### src/rtl/seq_pattern_detector.sv
// seq_pattern_detector: serial bit-pattern detector with a run-time programmable
// PAT_LEN-bit pattern, overlapping or non-overlapping matching, a combinational
// (Mealy) match, a registered (Moore) match and a saturating match counter.
//
// Ports:
//   clk, reset         rising-edge clock; asynchronous active-high reset
//   in_valid, in_bit   serial bit stream, one bit consumed per valid edge
//   cfg_we, cfg_pat,   load a new pattern and overlap mode; restarts matching
//   cfg_ovl
//   clear_cnt          synchronous clear of match_cnt (wins over a match)
//   match              high in the same cycle as the bit completing the pattern
//   match_q            match delayed by one clock
//   match_cnt          saturating number of matches
//   progress           pattern prefix length currently matched (0..PAT_LEN-1)
module seq_pattern_detector #(
    parameter int                 PAT_LEN     = 4,
    parameter int                 CNT_W       = 8,
    parameter logic [PAT_LEN-1:0] DEFAULT_PAT = 4'b1011,
    parameter logic               DEFAULT_OVL = 1'b1,
    localparam int                PW          = $clog2(PAT_LEN + 1)
) (
    input  logic               clk,
    input  logic               reset,
    input  logic               in_valid,
    input  logic               in_bit,
    input  logic               cfg_we,
    input  logic [PAT_LEN-1:0] cfg_pat,
    input  logic               cfg_ovl,
    input  logic               clear_cnt,
    output logic               match,
    output logic               match_q,
    output logic [CNT_W-1:0]   match_cnt,
    output logic [PW-1:0]      progress
);

    if (PAT_LEN < 2 || PAT_LEN > 8) begin : g_bad_pat_len
        $error("seq_pattern_detector: PAT_LEN must be in 2..8");
    end
    if (CNT_W < 1 || CNT_W > 16) begin : g_bad_cnt_w
        $error("seq_pattern_detector: CNT_W must be in 1..16");
    end

    localparam logic [PW-1:0]    HCNT_MAX = PW'(PAT_LEN - 1);
    localparam logic [CNT_W-1:0] CNT_MAX  = {CNT_W{1'b1}};

    logic [PAT_LEN-1:0] pat;
    logic               ovl;
    logic [PAT_LEN-2:0] hist;   // newest received bit in bit 0
    logic [PW-1:0]      hcnt;   // how many bits of hist are meaningful
    logic [PAT_LEN-1:0] word;   // history plus the bit on the wire right now

    assign word  = {hist, in_bit};
    // hcnt == PAT_LEN-1 guarantees a full window; it is forced to 0 by reset
    // and cfg_we, which keeps match low in both situations.
    assign match = in_valid & ~cfg_we & (hcnt == HCNT_MAX) & (word == pat);

    // Longest prefix of the pattern that ends the current history, limited to
    // the bits actually collected since the last restart.
    logic prefix_ok;
    always_comb begin
        progress  = '0;
        prefix_ok = 1'b0;
        for (int k = 1; k < PAT_LEN; k++) begin
            prefix_ok = 1'b1;
            for (int i = 0; i < k; i++) begin
                if (hist[k-1-i] != pat[PAT_LEN-1-i]) begin
                    prefix_ok = 1'b0;
                end
            end
            if (prefix_ok && (PW'(k) <= hcnt)) begin
                progress = PW'(k);
            end
        end
    end

    always_ff @(posedge clk or posedge reset) begin
        if (reset) begin
            pat       <= DEFAULT_PAT;
            ovl       <= DEFAULT_OVL;
            hist      <= '0;
            hcnt      <= '0;
            match_q   <= 1'b0;
            match_cnt <= '0;
        end else begin
            match_q <= match;

            if (clear_cnt) begin
                match_cnt <= '0;
            end else if (match && (match_cnt != CNT_MAX)) begin
                match_cnt <= match_cnt + CNT_W'(1);
            end

            // A configuration write drops any bit offered in the same cycle.
            if (cfg_we) begin
                pat  <= cfg_pat;
                ovl  <= cfg_ovl;
                hcnt <= '0;
            end else if (in_valid) begin
                hist <= word[PAT_LEN-2:0];
                if (match && !ovl) begin
                    // Non-overlapping: the completing bits are not reused.
                    hcnt <= '0;
                end else if (hcnt != HCNT_MAX) begin
                    hcnt <= hcnt + PW'(1);
                end
            end
        end
    end

endmodule

### config.mk
export PLATFORM = sky130hd
export DESIGN_NAME = seq_pattern_detector
export DESIGN_NICKNAME = d
export VERILOG_FILES = /design/src/rtl/seq_pattern_detector.sv
export SDC_FILE = /design/constraint.sdc
export NUM_CORES = 1
export LEC_CHECK = 0
export CORE_ASPECT_RATIO = 0.9
export CORE_MARGIN = 1
export CORE_UTILIZATION = 45
export CTS_BUF_LIST = sky130_fd_sc_hd__clkbuf_2 sky130_fd_sc_hd__clkbuf_4 sky130_fd_sc_hd__clkbuf_8
export CTS_CLUSTER_DIAMETER = 40
export DETAILED_ROUTE_END_ITERATION = 6
export PLACE_DENSITY_LB_ADDON = 0.15
export SYNTH_ARGS = -nofsm -noshare
export SYNTH_HDL_FRONTEND = slang
export SYNTH_SLANG_ARGS = --single-unit
### constraint.sdc
create_clock -name clk -period 2.9 [get_ports clk]
set_input_delay 0.87 -clock clk [delete_from_list [all_inputs] [get_ports clk]]
set_output_delay 0.87 -clock clk [all_outputs]
set_load 0.02 [all_outputs]
==> out/results.tsv, run 1 <==
stage	metric	value	unit
yosys	yosysUniqueCellTypes	37	
yosys	synth_cells	108	
yosys	yosysTopAreaCellShare	35.83	%
status	run_status	finished, final reports clean	
cells_and_area	final_util	65.10	%
power	power_leakage	0.6255	nW
floorplan	io_pins	24	
critical_path	path_max_fanout	2	
sta	max_clock_freq	352.5	MHz
yosys	synth.most_common_cell	dfrtp_1	
sta	timing.final.crit_period	2.836	ns
sta	worst_pin_slew	0.7457	ns
floorplan	die_h	49.27	um
power	pwr-share-seq	50.7	%
power	switching_power	182.5	uW
global_routing	grt_usage	20.94	%
cells_and_area	drive_gt1_share	25.36	%
clocking	clk_latency	0.30	ns
yosys	yosysSeqAreaShare	45.24	%
route	avgViaCountPerCell	5.679	
sta	fin_crit_sh	97.81	%
yosys	synthTopCellsByArea	dfrtp_1, mux2_2, dfstp_2, xor2_1, ha_1	
route	wl	2.485	mm
power	p_clk_share	26.0	%
global_routing	antenna_found_initial	0	
route	drt_pass1_iterations	4	
floorplan	dieArea	2686	um2
route	vias	937	
clocking	cts_tree	built	
route	ant_nets	0	
placement	gp_congestion	0.7944	
global_routing	grt-ovfl-total	0	
critical_path	cp-start-kind	input port	
yosys	syn_avg_cell_area	10.35	um2
yosys	syn_area	1117	um2
floorplan	die_w	54.53	um
sta	fin_skew	0.003555	ns
clocking	cts_root_buf	clkbuf_4	
power	powerDensity	429.4	nW/um2
yosys	synth_area_leader_cell	dfrtp_1	
yosys	ys_async_sr_fraction	100.0	%
placement	placed_cell_area	1415	um2
power	swShare	28.85	%
placement	dp.cells	159	
route	drtIter0Drc	10	
cells_and_area	final_nets	153	
yosys	ys_ff_latch	20	
placement	dp_hpwl	1.740	mm
power	internal_power	449.9	uW
sta	worst_slack	0.06352	ns
clocking	cts.htree.levels	1	
sta	hold_viol	0	
power	power.total	632.4	uW
global_routing	grt_max_degree	21	
clocking	cts.sinks	20	
route	wl_per_cell	15.06	um
clocking	cts_inserted_buffers	3	
cells_and_area	antenna_cells	0	
global_routing	first_global_vias	893	
cells_and_area	final_cells	165	
critical_path	critPathArrivalTime	1.97	ns
yosys	ys_warn_count	0	
power	ir_worst_vdd	0.3761	mV
critical_path	path_class	input port to output pin	
placement	post-place-ws	-0.7777	ns
clocking	cts.path.max_buffers	2	
power	power_frac_comb	23.3	%
global_routing	grt_pass1_wl	3.960	mm
clocking	cts_hold_buf	0	
yosys	synth_nets	122	
floorplan	core_area	2262	um2
cells_and_area	syn2layout_area_growth	31.80	%
cells_and_area	final_cell_area	1473	um2
sta	setup_viol	0	
route	drc_errors	0	
floorplan	row_count	16	
yosys	synth_common_cells	dfrtp_1, mux2_2, a21oi_1	
job	drv_cap	0	
sta	maxSlewViolCount	0	
clocking	cts.clk_slew.worst_paths	0.11	ns
yosys	ys.flop_type	dfrtp_1	
yosys	synth_edf_count	0	
min_path	min_path_type	flip-flop to flip-flop	
critical_path	cp.required	2.03	ns
critical_path	cp-end-kind	output pin	
placement	port_buffers	22	
sta	slew_headroom	50.24	%
floorplan	start_util	49.39	%
-- metal layers --
| metal | GRT usage, % | vias up | wire (um) |
|---|---|---|---|
| met5 | 0 | - | 0 |
| met4 | 5.556 | 0 | 19 |
| met3 | 6.542 | 2 | 105 |
| met2 | 34.55 | 20 | 1256 |
| met1 | 25.64 | 461 | 1104 |
| li1 | - | 454 | - |
-- worst max-delay path, stage by stage --
cell	delay, ns
clkdlybuf4s15_2	0.20
xor2_1	0.16
or4_4	0.44
nor3_4	0.16
buf_6	0.15
-- state kept, by name, summed over array words and instances (netlist names) --
name	cells
match_cnt	8
pat	4
match_q	1
hcnt	3
ovl	1
hist	3
-- timing repair --
item | 4_1_cts | 5_1_grt
gates resized for setup | 13 | 2
endpoints found under the setup margin | 3 | 2
pin swaps | 2 | 1
setup buffers | 1 | 1
-- cell usage in the layout (no fill, tap or decap), drive strengths merged, types with 4 or more instances in the layout --
cell / Yosys / final
nor3: 5 / 5
buf: 2 / 11
clkbuf: 4 / 5
inv: 6 / 6
nand2: 4 / 4
clkdlybuf4s50: 0 / 18
xor2: 5 / 5
mux2: 10 / 10
dfstp: 4 / 4
dfrtp: 16 / 16
or4: 5 / 5
o31ai: 4 / 4
a21oi: 7 / 7
nand3: 4 / 4
-- power groups by stage --
stage | clock (mW) | sequential [mW] | combinational, mW
final | 0.164 | 0.321 | 0.148
after global placement | 0 | 0.324 | 0.136
after CTS | 0.165 | 0.321 | 0.143
after detailed placement | 0 | 0.326 | 0.141
after floorplan | 0 | 0.325 | 0.0892
after global routing | 0.180 | 0.323 | 0.160
-- final timing paths --
| path | start | end | slack [ns] | cells past startpoint |
|---|---|---|---|---|
| worst max-delay path | in_bit | match | 0.06 | 5 |
| worst min-delay path | hist[2] | hist[2] | 0.57 | 1 |
| worst max register to register | hist[0] | match_cnt[5] | 0.68 | 5 |
| worst min register to register | hist[2] | hist[2] | 0.57 | 1 |
| max in group asynchronous | reset | match_cnt[6] | 1.46 | 2 |
| min in group asynchronous | reset | match_cnt[1] | 0.98 | 2 |
-- layout make-up --
class                      count  area, um2
fill                         183      789.5
timing repair buffer          32      291.5
tap                           27      33.78
clock buffer                   4      36.28
multi-input combinational     76      583.1
inverter                       6      22.52
sequential                    20      505.5
-- metrics by stage --
stage | TNS, ns | hold slack [ns]
6_report | 0 | 0.5652
5_1_grt | -0.02790 | 0.5784
4_1_cts | 0 | 0.5692
3_5_place_dp | -1.210 | 0.5433
3_3_place_gp | -1.080 | 0.5120
2_1_floorplan | 0 | 0.4995
-- logic make-up (layout without fill, tap and decap cells) --
family	after synthesis	count (layout)	synth area share, %
AOI/OAI and AO/OA	23	23	14.22
xor gates and xnor gates	7	7	5.487
adders and majority gates	4	4	4.256
buffers and inverters	12	42	4.479
DFF	20	20	45.24
muxes	10	10	10.08
other	1	1	0.3356
and+or+nand+nor	31	31	15.90
Note: power is estimated with default switching activity, not from simulation.
==> run 2: changes to the inputs <==
- SKIP_CTS_REPAIR_TIMING: default -> 1
==> run 2 against run 1 <==
Effect of this change: register-to-register slack hardly changed; highest routed layer unchanged; largest power group unchanged; non-clock buffer count decreased by 1; critical endpoint unchanged; core utilization shrank 0.11 points.
==> out/results.tsv, run 2 (same netlist as run 1, synthesis figures left out) <==
stage	metric	value	unit	change
critical_path	regToRegEndpoint	match_cnt[5]		
sta	timing.final.crit_period	2.852	ns	+0.01517 ns
route	ant_nets	0		unchanged
power	power_frac_comb	23.4	%	about the same
clocking	cts_inserted_buffers	3		unchanged
route	wl_per_cell	15.13	um	+0.49%
clocking	clk_latency	0.31	ns	about the same
power	switching_power	183.3	uW	+0.46%
global_routing	first_global_vias	889		-0.45%
sta	worst_pin_slew	0.7438	ns	-0.001870 ns
route	drtIter0Drc	15		+5
sta	setup_viol	0		unchanged
route	vias	940		+0.32%
floorplan	start_util	49.39	%	unchanged
min_path	hold_path_depth	1		unchanged
floorplan	die_h	49.27	um	unchanged
cells_and_area	largest_register_ffs	8		unchanged
status	run_status	finished, final reports clean		
power	powerDensity	431.1	nW/um2	+0.39%
global_routing	grt_max_degree	21		unchanged
global_routing	antenna_found_initial	0		unchanged
route	avgViaCountPerCell	5.732		+0.93%
sta	hold_viol	0		unchanged
power	power_leakage	0.6425	nW	+2.7%
job	drv_cap	0		unchanged
power	ir_worst_vdd	0.3759	mV	about the same
critical_path	rrSetupSlack	0.68	ns	about the same
placement	port_buffers	22		unchanged
critical_path	cp-end-kind	output pin		
critical_path	critPathArrivalTime	1.98	ns	about the same
critical_path	path_class	input port to output pin		
critical_path	r2r-start	hist[0]		
placement	dp_hpwl	1.740	mm	unchanged
sta	slew_headroom	50.36	%	+0.12 points
sta	setup-tns-final	0	ns	unchanged
cells_and_area	antenna_cells	0		unchanged
floorplan	core_area	2262	um2	unchanged
clocking	cts.path.max_buffers	2		unchanged
critical_path	cp.required	2.03	ns	about the same
power	internal_power	450.5	uW	+0.13%
cells_and_area	drive_gt1_share	24.09	%	-1.3 points
cells_and_area	layout_commonest_cell	clkdlybuf4s50_1		
power	pwr-share-seq	50.6	%	about the same
route	drt_pass1_iterations	4		unchanged
global_routing	grt_pass1_wl	3.891	mm	-1.7%
clocking	cts_tree	built		
global_routing	grt_usage	20.50	%	-0.44 points
min_path	hold_start	hist[2]		
floorplan	io_pins	24		unchanged
route	drc_errors	0		unchanged
placement	gp_congestion	0.7944		unchanged
global_routing	grt-ovfl-total	0		unchanged
sta	maxSlewViolCount	0		unchanged
floorplan	dieArea	2686	um2	unchanged
cells_and_area	syn2layout_area_growth	31.58	%	
sta	fin_skew	0.001849	ns	-0.001706 ns
cells_and_area	final_nets	152		-0.65%
floorplan	row_count	16		unchanged
min_path	min_path_type	flip-flop to flip-flop		
clocking	cts.htree.levels	1		unchanged
power	power.total	633.8	uW	+0.22%
sta	max_clock_freq	350.7	MHz	-0.53%
power	swShare	28.92	%	+0.068 points
clocking	cts.clk_slew.worst_paths	0.11	ns	about the same
min_path	hold_end	hist[2]		
clocking	cts_root_buf	clkbuf_4		
floorplan	die_w	54.53	um	unchanged
critical_path	path_max_fanout	2		unchanged
cells_and_area	fillers	189		+3.3%
cells_and_area	regMostFlops	match_cnt		
route	wl	2.482	mm	-0.12%
sta	hold-worst-slack	0.5685	ns	+0.003339 ns
clocking	cts.sinks	20		unchanged
cells_and_area	top_regs	match_cnt: 8 flops, pat: 4 flops		
power	p_clk_share	26.0	%	about the same
critical_path	worst_r2r_path_depth	5		unchanged
cells_and_area	final_cell_mix	clkdlybuf4s50_1, dfrtp_1, mux2_2, buf_4, a21oi_1		
sta	fin_crit_sh	98.33	%	+0.52 points
critical_path	cp-start-kind	input port		
run 2: cell types whose count changed in the layout (fill, tap and decap cells not counted), sizes merged:
cell and delta:
dlygate4sd2 -1, clkdlybuf4s15 -1, dlymetal6s2s +2, buf -1
run 2: final cells by class:
type | instances | area, um2 | share of cell area (%)
Sequential cell | 20 | 505.5 | 34.38
Timing Repair Buffer | 31 | 289.0 | 19.66
Multi-Input combinational cell | 76 | 583.1 | 39.66
Tap cell | 27 | 33.78 | 2.298
Clock buffer | 4 | 36.28 | 2.468
Inverter | 6 | 22.52 | 1.532
run 2: power groups by stage:
stage	sequential [mW]	combinational, mW	clock [mW]
global placement	0.324	0.136	0
global route	0.323	0.160	0.180
floorplan	0.325	0.0892	0
CTS	0.321	0.142	0.165
detailed placement	0.326	0.141	0
finish	0.321	0.148	0.165
run 2: how the worst max path moves through the flow:
stage                        from          end  slack [ns]  cells past startpoint
after global placement     in_bit        match       -0.76                      5
after detailed placement   in_bit        match       -0.78                      5
after floorplan            in_bit        match       0.009                      5
after global routing      hist[1]  progress[0]       -0.03                      6
after CTS                  in_bit        match       -0.78                      5
final                      in_bit        match        0.05                      5
run 2: critical path: stages:
cell and delay (ns):
dlymetal6s2s_1 0.14, xor2_1 0.14, or4_4 0.44, nor3_4 0.24
buf_6 0.15
run 2: routing by layer:
metal / track usage [%] / vias up / share of wire (%)
li1: - / 455 / -
met1: 25.64 / 459 / 44
met2: 33.13 / 24 / 51
met3: 6.542 / 2 / 4.3
met4: 5.556 / 0 / 0.97
met5: 0 / - / 0
run 2: metrics by stage:
stage / std cells / instance area [um2] / setup slack (ns) / utilization [%]
finish: 164 / 1470 / 0.04835 / 64.99
global route: 164 / 1470 / -0.02708 / 64.99
CTS: 163 / 1451 / -0.7783 / 64.16
detailed placement: 159 / 1415 / -0.7777 / 62.56
global placement: 159 / 1415 / -0.7627 / 62.56
floorplan: 108 / 1130 / 0.008870 / -
